[config.mk]
export PLATFORM = sky130hd
export DESIGN_NAME = hazard_stall_ctrl
export DESIGN_NICKNAME = d
export VERILOG_FILES = /design/src/rtl/hazard_stall_ctrl.sv
export SDC_FILE = /design/constraint.sdc
export NUM_CORES = 1
export LEC_CHECK = 0
export ABC_AREA = 1
export ABC_CLOCK_PERIOD_IN_PS = 1360
export CAP_MARGIN = 20
export CORE_MARGIN = 3
export CORE_UTILIZATION = 32
export CTS_CLUSTER_DIAMETER = 40
export DETAILED_ROUTE_END_ITERATION = 7
export PLACE_DENSITY = 0.82
export SLEW_MARGIN = 20
export SYNTH_ARGS = -nofsm -noshare
export SYNTH_HDL_FRONTEND = slang
export SYNTH_SLANG_ARGS = --single-unit
[constraint.sdc]
create_clock -name clk -period 1.36 [get_ports clk]
set_input_delay 0.272 -clock clk [delete_from_list [all_inputs] [get_ports clk]]
set_output_delay 0.272 -clock clk [all_outputs]
set_load 0.01 [all_outputs]
[src/rtl/hazard_stall_ctrl.sv]
// ---------------------------------------------------------------------------
// hazard_stall_ctrl
//
// Decode-side hazard controller for the 5-stage PCPU. It sits directly
// upstream of the forwarding unit and catches the cases that forwarding
// cannot cover:
//   * load-use hazards (a load in EX feeding the instruction in ID)
//   * branch-class instructions (branch / jal / jalr) that resolve in ID and
//     need an operand that EX, or a load in MEM, is still producing
// While a hazard is pending, PC and IF/ID are frozen and ID/EX gets a bubble.
// A taken ID-stage redirect flushes IF/ID, but only when no stall is active.
//
// A small FSM (IDLE / STALL) with a down-counter sustains stalls longer than
// one cycle. The stall length is decided once, in IDLE, and is not
// re-evaluated while the counter runs.
//
// Optional feature (macro HAZ_PERF_CNT_EN):
//   Adds the free-running performance counters stall_cycles and flush_count.
//   Both wrap modulo 2^CNT_W. Without the macro, the counters and their
//   ports are absent.
//
// Parameters
//   LD_BR_STALLS  stall cycles for a branch-class op waiting on a load in EX (1..3)
//   CNT_W         performance counter width (HAZ_PERF_CNT_EN only)
//   NPC_BRANCH / NPC_JUMP / NPC_JALR  NPCOp encodings of the branch-class ops
//
// Ports
//   clk, rstn                     clock, asynchronous active-low reset
//   rs1, rs2, rs1_used, rs2_used  source registers of the ID instruction
//   NPCOp                         next-PC op of the ID instruction
//   br_taken                      ID-stage redirect taken
//   ID_EX_rd / _RegWrite / _MemRead  destination and controls of the EX instruction
//   EX_MEM_rd / _MemRead          destination and load flag of the MEM instruction
//   PC_write, IF_ID_write         0 = hold PC / hold IF/ID
//   IF_ID_flush                   1 = IF/ID loads a NOP
//   ID_EX_bubble                  1 = ID/EX loads a NOP
//   stall                         = ~PC_write
//   stall_cycles, flush_count     performance counters (HAZ_PERF_CNT_EN only)
// ---------------------------------------------------------------------------
module hazard_stall_ctrl #(
    parameter int unsigned LD_BR_STALLS = 2,
    parameter int unsigned CNT_W        = 32,
    parameter logic [2:0]  NPC_BRANCH   = 3'b001,
    parameter logic [2:0]  NPC_JUMP     = 3'b010,
    parameter logic [2:0]  NPC_JALR     = 3'b100
) (
    input  logic             clk,
    input  logic             rstn,
    input  logic [4:0]       rs1,
    input  logic [4:0]       rs2,
    input  logic             rs1_used,
    input  logic             rs2_used,
    input  logic [2:0]       NPCOp,
    input  logic             br_taken,
    input  logic [4:0]       ID_EX_rd,
    input  logic             ID_EX_RegWrite,
    input  logic             ID_EX_MemRead,
    input  logic [4:0]       EX_MEM_rd,
    input  logic             EX_MEM_MemRead,
    output logic             PC_write,
    output logic             IF_ID_write,
    output logic             IF_ID_flush,
    output logic             ID_EX_bubble,
    output logic             stall
`ifdef HAZ_PERF_CNT_EN
    ,
    output logic [CNT_W-1:0] stall_cycles,
    output logic [CNT_W-1:0] flush_count
`endif
);

    // The counter must hold the largest stall length (LD_BR_STALLS).
    localparam int unsigned   CW      = $clog2(LD_BR_STALLS + 1);
    localparam logic [CW-1:0] LD_BR_N = CW'(LD_BR_STALLS);
    localparam logic [CW-1:0] ONE     = CW'(1);

    localparam logic [0:0] S_IDLE  = 1'b0;
    localparam logic [0:0] S_STALL = 1'b1;

    logic [0:0]    state_q, state_d;
    logic [CW-1:0] cnt_q, cnt_d;
    logic [CW-1:0] needN;
    logic          isBranch;
    logic          matchEx;
    logic          matchMem;
    logic          stallRaw;
    logic          stallInt;

    // A source register matches a destination only when it is really read
    // and is not x0; comparing the source against x0 also rules out any
    // rd of x0.
    function automatic logic srcMatch(input logic [4:0] rd,
                                      input logic [4:0] r1, input logic u1,
                                      input logic [4:0] r2, input logic u2);
        logic m1;
        logic m2;
        m1 = u1 && (r1 != 5'd0) && (r1 == rd);
        m2 = u2 && (r2 != 5'd0) && (r2 == rd);
        return m1 || m2;
    endfunction

    // Required stall length for the instruction in ID, as a priority chain.
    // A branch-class op needs its operands in ID, so any pending producer in
    // EX stalls it, and a load in MEM stalls it for one more cycle. A normal
    // op only needs to wait out a load in EX; everything else is forwarded.
    always_comb begin
        isBranch = (NPCOp == NPC_BRANCH) || (NPCOp == NPC_JUMP) || (NPCOp == NPC_JALR);
        matchEx  = srcMatch(ID_EX_rd,  rs1, rs1_used, rs2, rs2_used);
        matchMem = srcMatch(EX_MEM_rd, rs1, rs1_used, rs2, rs2_used);
        needN    = '0;
        if (isBranch && ID_EX_MemRead && matchEx) begin
            needN = LD_BR_N;
        end else if (isBranch && ID_EX_RegWrite && matchEx) begin
            needN = ONE;
        end else if (isBranch && EX_MEM_MemRead && matchMem) begin
            needN = ONE;
        end else if (!isBranch && ID_EX_MemRead && matchEx) begin
            needN = ONE;
        end
    end

    // Next-state logic. The first stall cycle is produced combinationally
    // from IDLE; the counter then holds the cycles still to come, so the
    // total stall is exactly needN cycles. Leaving STALL when the count
    // reaches one lets ID re-evaluate in the very next cycle.
    always_comb begin
        state_d  = state_q;
        cnt_d    = cnt_q;
        stallRaw = 1'b0;
        case (state_q)
            S_IDLE: begin
                if (needN != '0) begin
                    stallRaw = 1'b1;
                    if (needN > ONE) begin
                        cnt_d   = needN - ONE;
                        state_d = S_STALL;
                    end
                end
            end
            S_STALL: begin
                stallRaw = 1'b1;
                if (cnt_q <= ONE) begin
                    cnt_d   = '0;
                    state_d = S_IDLE;
                end else begin
                    cnt_d = cnt_q - ONE;
                end
            end
            default: begin
                cnt_d   = '0;
                state_d = S_IDLE;
            end
        endcase
    end

    // State and counter registers.
    always_ff @(posedge clk or negedge rstn) begin
        if (!rstn) begin
            state_q <= S_IDLE;
            cnt_q   <= '0;
        end else begin
            state_q <= state_d;
            cnt_q   <= cnt_d;
        end
    end

    // The outputs are gated by rstn so that a reset arriving in the middle
    // of a stall releases the pipeline immediately, not at the next edge.
    // A redirect seen during a stall is ignored, which keeps flush and
    // bubble mutually exclusive.
    always_comb begin
        stallInt     = rstn && stallRaw;
        stall        = stallInt;
        PC_write     = !stallInt;
        IF_ID_write  = !stallInt;
        ID_EX_bubble = stallInt;
        IF_ID_flush  = rstn && br_taken && !stallInt;
    end

`ifdef HAZ_PERF_CNT_EN
    logic [CNT_W-1:0] stallCycles_q;
    logic [CNT_W-1:0] flushCount_q;

    // Performance counters; they wrap naturally at 2^CNT_W.
    always_ff @(posedge clk or negedge rstn) begin
        if (!rstn) begin
            stallCycles_q <= '0;
            flushCount_q  <= '0;
        end else begin
            if (stallInt) begin
                stallCycles_q <= stallCycles_q + 1'b1;
            end
            if (IF_ID_flush) begin
                flushCount_q <= flushCount_q + 1'b1;
            end
        end
    end

    assign stall_cycles = stallCycles_q;
    assign flush_count  = flushCount_q;
`endif

endmodule
Word-level counts from Yosys, hierarchy flattened. Index checks and enable logic that the tools add are counted.

Register bits after elaboration: 3. Input port bits: 31. Output and inout bits: 5. Logic and storage cells: 57.

Add/sub/neg operators: 2. Order comparisons: 2. Equality and inequality tests: 9. Muxes and demuxes: 14. Bitwise logic cells: 1. Reductions and logical operators: 27.

Operators with widths (count): $eq A5 B5 Y1 (4); $logic_and A1 B1 Y1 (17); $reduce_bool A5 Y1 (2); $mux W2 (4); $mux W1 (7); $logic_or A1 B1 Y1 (4); $ne A2 B2 Y1 const B (2); $pmux W1 S2 (2); $pmux W2 S2 (1); $sub A2 B1 Y2 const B (2); $eq A3 B1 Y1 const B (1); $eq A3 B2 Y1 const B (1); $eq A3 B3 Y1 const B (1); $gt A2 B1 Y1 const B (1); $le A2 B1 Y1 const B (1); $logic_not A1 Y1 (2); $reduce_and A2 Y1 (1); $reduce_bool A2 Y1 (1); $not A1 Y1 (1).

Logic depth before layout (Yosys ltp).
Depth in word-level cells: 16. Depth in mapped cells: 13. Mapped depth without buffers: 12.

Least setup slack after synthesis. Ideal clock, no wire load.

Path type: input -> output. Start point: input port NPCOp[1]. End point: output port stall. Arrival time: 1.363 ns. Data required time: 1.088 ns. Slack: -0.275 ns. Stages: 9. Buffers on the path: 1. Path through: or2_1 nand2_1 o21ai_2 o21ai_0 nand2_1 nand2_1 inv_1 a21oi_1 buf_4.

Word-level cells in the longest chain between the ends: 14. Elaborated cells between the ends (all ways): 22. Classes of those cells: 3 x eq/ne; 6 x mux; 13 x reduce/logical.

RTL lines: start: declaration (line 53) `input logic [2:0] NPCOp,`; $eq A3 B1 Y1 or $eq A3 B2 Y1 (tied branches) (line 107) `isBranch = (NPCOp == NPC_BRANCH) || (NPCOp == NPC_JUMP) || (NPCOp == NPC_JALR);`; $logic_or A1 B1 Y1 (line 107); $logic_or A1 B1 Y1 * (line 107); $logic_not A1 Y1 (line 117) `end else if (!isBranch && ID_EX_MemRead && matchEx) begin`; $logic_and A1 B1 Y1 (2 in a row) (line 117); $mux W1 (line 117); $mux W1 (line 115) `end else if (isBranch && EX_MEM_MemRead && matchMem) begin`; $mux W1 (line 113) `end else if (isBranch && ID_EX_RegWrite && matchEx) begin`; $mux W2 * (line 111) `if (isBranch && ID_EX_MemRead && matchEx) begin`; $reduce_bool A2 Y1 * (line 132) `if (needN != '0) begin`; $mux W1 * (line 132); $pmux W1 S2 * (line 130) `case (state_q)`; $logic_and A1 B1 Y1 * (line 172) `stallInt = rstn && stallRaw;`; end: declaration (line 64) `output logic stall`.

Mark *: on every way between the ends. The rest lies on a longest branch, timed or not.

Final worst setup path.
Start point: input port NPCOp[0]. End point: output port IF_ID_flush.

Word-level cells in the longest chain between the ends: 16. Elaborated cells between the ends (all ways): 24. Classes of those cells: 3 x eq/ne; 6 x mux; 15 x reduce/logical.

RTL lines: $eq A3 B1 Y1 or $eq A3 B2 Y1 (tied branches) (line 107); $logic_or A1 B1 Y1 (line 107); $logic_or A1 B1 Y1 * (line 107); $logic_not A1 Y1 (line 117); $logic_and A1 B1 Y1 (2 in a row) (line 117); $mux W1 (line 117); $mux W1 (line 115); $mux W1 (line 113); $mux W2 * (line 111); $reduce_bool A2 Y1 * (line 132); $mux W1 * (line 132); $pmux W1 S2 * (line 130); $logic_and A1 B1 Y1 * (line 172); $logic_not A1 Y1 * (line 177) `IF_ID_flush = rstn && br_taken && !stallInt;`; $logic_and A1 B1 Y1 * (line 177); end: declaration (line 62) `output logic IF_ID_flush,`.

Marked as above.

==> impl_results.md <==
- Final Core Density: 62.3%
- Clk Latency, worst-skew pair: 250 ps
- Worst Path Required: 1090 ps
- Critical-path top delay cell: or2_1
- Clk buf depth: 2
- Min cycle time layout: 1650 ps
- Die Ht: 48.2 um
- Seq/Total Area, Yosys: 13.2%
- Global-route wire length before repair: 2.67 mm
- Synth top area cells: xor2_1, dfrtp_1, nand2_1, nor2_1, xnor2_1
- Hold Path Class: in -> async
- Largest net degree at the start of global routing: 5
- Antenna viol nets, final: 0
- DRC: 0
- Max-slew headroom: 87.3%
- Area Growth Syn to Fin: 74.5%
- Congestion Overflow GR: 0
- Num CTS Buffers: 3
- CTS sink count: 3
- Core area: 0.00159 sq mm
- FF-to-FF End: cnt_q[0]
- Post-Syn Area per Cell: 6.12 sq um
- Die area: 0.00232 sq mm
- CP max FO: 3
- Post-synth net total: 124
- Diode count: 0
- Number of DRC markers in iteration 0: 3
- Status: complete, but fails checks
- Adder-Cell Fraction of Synth Area: 0%
- Skew final: 4.90 ps
- Delay of the slowest cell on the worst path: 240 ps
- Die width: 48.2 um
- Total power: 0.538 mW
- Setup TNS: -1450 ps
- Worst setup path startpoint: NPCOp[0]
- Cells after synthesis: 93
- Detailed-route wire length per cell: 11.7 um
- Leak: 0.519 nW
- Crit path kind: in -> out
- Postcts setup bufs: 0
- TritonCTS clock tree: done
- Worst-path clk slew: 40 ps
- H-tree depth: 1
- Vias in the first global route: 640
- PnR worst setup slack: -293 ps
- Most frequent cells in the layout: buf_2, nand2_1, nor2_1, xor2_1, inv_1
- Synth Area in Simple Gates: 39.1%
- Clk Tree Root Cell: clkbuf_4
- Via density: 4.49
- Tcrit/Tclk final: 122%
- Fin nets: 168
- Routability Congestion: 0.807
- Max-cap violation count: 0
- HPWL Detailed: 1.50 mm
- Failing checks: negative setup slack
- Routed WL: 1.86 mm
- Final slew viol count: 0
- Row count: 14
- CP Cell Sequence: buf_6 -> or2_1 -> nand2_1 -> o21ai_2 -> inv_2 -> nor2_4 -> a21oi_4 -> nand2_2 -> nor2_2 -> buf_2
- # port buffers: 35
- Vias post-DR: 718
- RR Startpoint: state_q
- Synthesized flop and latch total: 3
- Yosys top cell by area: xor2_1
- Share of cells above drive strength 1: 46.3%
- Commonest non-fill, non-tap cell in the layout: buf_2
- Peak supply drop: 0.312 mV
- Ports: 36
- Worst Reg-to-Reg Cells: 6
- Worst-margin pin slew: 190 ps
- Synth Area in Compound Gates: 6.59%
- Final Hold Vio Count: 0
- Mux cell area share after synthesis: 0%
- Startpoint class of the critical path: primary input
- Total track usage: 17.6%
- Pwr Density: 541 mW/mm^2
- Fmax: 605 MHz
- RSZ-0062 raised after global routing: yes
- Crit. End Element: primary output
- Initial antenna violation count: 0
- Synth unique cells: 19
- Number of setup violations in the final report: 5
- Flop2flop setup slack: 390 ps
- Synth top area share: 18.5%
- Critical path arrival: 1380 ps
- Hold Slack: 354 ps
- DRT Pass-1 Iters: 2
- Yosys Warn Count: 0
- Mapped Area: 569 sq um
- Post-Synth XOR/XNOR Area: 29.2%
- Combinational family with the most area after synthesis: simple AND/OR/NAND/NOR gates
- Effective utilization at floorplan: 35.7%
layout make-up:
type                    count  area (sq um)
flip-flops and latches      3          75.1
fillers                   146           601
inverters                  14          52.6
clock buffers               4          26.3
repair buffers             41           302
multi-input cells          74           508
well taps                  24          30.0
power breakdown:
group / internal (mW) / switching (mW) / leakage, nW / total [mW]
clock network: 0.111 / 0.0620 / 0.0150 / 0.173
registers: 0.0993 / 0.00573 / 0.0410 / 0.105
logic: 0.130 / 0.129 / 0.463 / 0.260
per-stage QoR:
step	cell area, sq um	std cells	worst slack (ps)
2_1_floorplan	578	93	-188
3_3_place_gp	988	156	-1090
3_5_place_dp	988	156	-1180
4_1_cts	955	160	-341
5_1_grt	993	160	-382
6_report	993	160	-293
cell families after synthesis:
kind of cell,Yosys count
compound gates,6
xor+xnor,19
buf+inv,16
flops,3
simple gates,49
worst max path at each step:
stage	to	depth (start not counted)
CTS	ID_EX_bubble	10
detailed placement	IF_ID_flush	9
global route	PC_write	12
finish	IF_ID_flush	10
global placement	IF_ID_flush	11
floorplan	stall	9
registers in the layout, summed over array words and instances (netlist names):
register and count:
cnt_q 2, state_q 1
worst max-delay path, delay by kind of cell:
kind            cells  cell delay [ps]
simple gates        5              560
buf+inv             3              300
compound gates      2              250
Yosys cell counts (all sizes together):
master,instances
a21oi,4
buf,2
dfrtp,3
inv,14
nand2,22
nand3,5
nand3b,2
nor2,19
o21ai,2
or2,1
xnor2,7
xor2,12
routing by layer:
| layer | vias up | wire, um | GRT usage [%] |
|---|---|---|---|
| li1 | 363 | - | - |
| met1 | 330 | 764 | 21.5 |
| met2 | 20 | 948 | 26.0 |
| met3 | 5 | 85 | 4.80 |
| met4 | 0 | 65 | 12.9 |
| met5 | - | 0 | 0 |
timing repair:
action                                  CTS  global route
pin swaps                                33            28
hold buffers                              0             0
gates resized for setup                 116            24
endpoints found under the setup margin    8             5
Power figures use the tool's default switching activity.
==> variant, RTL diff (config.mk and constraints unchanged) <==
Change the parameter `LD_BR_STALLS` from 2 to 1.
--- a/src/rtl/hazard_stall_ctrl.sv
+++ b/src/rtl/hazard_stall_ctrl.sv
@@ -40,3 +40,3 @@
 module hazard_stall_ctrl #(
-    parameter int unsigned LD_BR_STALLS = 2,
+    parameter int unsigned LD_BR_STALLS = 1,
     parameter int unsigned CNT_W        = 32,
Formal check against the unedited RTL: not equivalent (a bounded check fails within 4 cycles, from zero or initial values and one cycle with rstn low).
==> variant against the unedited design <==
  * The flow still finishes with violations (setup timing)
  * Wire length down 33%
  * Final cell count decreased by 23%
  * Die area down 24%
  * Setup slack improved by 0.095 ns
  * Total power decreased by 61%
  * Synthesized area shrank 27%
  * Utilization increased by 3.8 points
  * Via count fell by 25%
  * Largest power group unchanged
  * Largest cell class unchanged
  * Design area decreased by 23%
  * Sequential cell count shrank 3
==> variant: results (changes against the unedited design) <==
| Metric | Value |
|---|---|
| Setup slack after layout | `-0.198 ns (was -0.293 ns)` |
| GR Util met2 | `23.1% (was 26.0%)` |
| Peak VDD IR | `127 uV (was 312 uV)` |
| PostCTS Resize Cnt | `109 (was 116)` |
| Fin nets | `142 (was 168)` |
| Placed inst area | `785 um2 (was 988 um2)` |
| Via count | `542 (was 718)` |
| Syn Nets | `106 (was 124)` |
| Register area share after synthesis | `0% (was 13.2%)` |
| Via count of the first global-routing pass | `477 (was 640)` |
| Sequential power | `0 uW` |
| Met1 wire length | `540 um (was 764 um)` |
| Layout fillers | `117 (was 146)` |
| Seq cells | `0 (was 3)` |
| Post-place setup slack | `-0.982 ns (was -1.18 ns)` |
| Metal2 WL | `659 um (was 948 um)` |
| Met3 GRT Util | `0.858% (was 4.80%)` |
| Final HPWL DP | `1100 um (was 1500 um)` |
| Max layer used | `met3 (was met4)` |
| Worst slew pin tran | `0.141 ns (was 0.190 ns)` |
| Vias per Instance | `4.41 (was 4.49)` |
| Top cells by area, synth | `xor2_1 (21%), nand2_1 (17%), xnor2_1 (15%) (was xor2_1 (18%), dfrtp_1 (13%), nand2_1 (13%))` |
| Initial DRT Pass Iterations | `3 (was 2)` |
| Post-Synth XOR/XNOR Area | `36.0% (was 29.2%)` |
| Netlist cell types | `17 (was 19)` |
| CP max FO | `2 (was 3)` |
| NetSw | `91.4 uW (was 197 uW)` |
| Compound-cell area share of the yosys netlist | `6.34% (was 6.59%)` |
| Top post-synthesis cells by count | `nand2_1 (19), nor2_1 (12), xor2_1 (10) (was nand2_1 (20), nor2_1 (18), inv_1 (13))` |
| Setup TNS | `-0.931 ns (was -1.45 ns)` |
| Critical-path top delay cell | `or2_4 (was or2_1)` |
| Routed len/inst | `10.1 um (was 11.7 um)` |
| Violated checks | `setup timing (unchanged)` |
| Final setup vio count | `5 (unchanged)` |
| Sequential power share | `0% (was 19.5%)` |
| GR Util met1 | `17.2% (was 21.5%)` |
| Hold Path Class | `in2out (was in2async)` |
| Status | `finished, violations left (unchanged)` |
| First-pass GRT wire length | `1900 um (was 2670 um)` |
| Total track usage | `12.7% (was 17.6%)` |
| Comb power frac | `100.0% (was 48.3%)` |
variant: cell types whose count changed in the layout (fill, tap and decap cells not counted), sizes merged, moves of 2 or more:
cell / change
nor2: -6
dfrtp: -3
clkbuf: -2
buf: -7
nand3: -2
a21oi: -2
inv: -5
xor2: -2
variant: final timing paths:
check      from     endpoint  slack, ns
max    NPCOp[1]  IF_ID_flush      -0.20
min    br_taken  IF_ID_flush       1.17
variant: cells by family after synthesis:
| kind of cell | count (synthesis) |
|---|---|
| AO/OA/AOI/OAI | 4 |
| XOR/XNOR | 17 |
| buffers and inverters | 11 |
| AND/OR/NAND/NOR | 43 |
variant: tightest hold or removal path: stages:
cell	delay [ns]
clkdlybuf4s50_1	0.39
nand2_1	0.07
nor2_2	0.03
buf_2	0.12
variant: layout make-up:
cell class | count | share of cell area (%)
inverters | 9 | 4.42
multi-input cells | 64 | 55.8
well taps | 14 | 2.29
repair buffers | 36 | 37.5
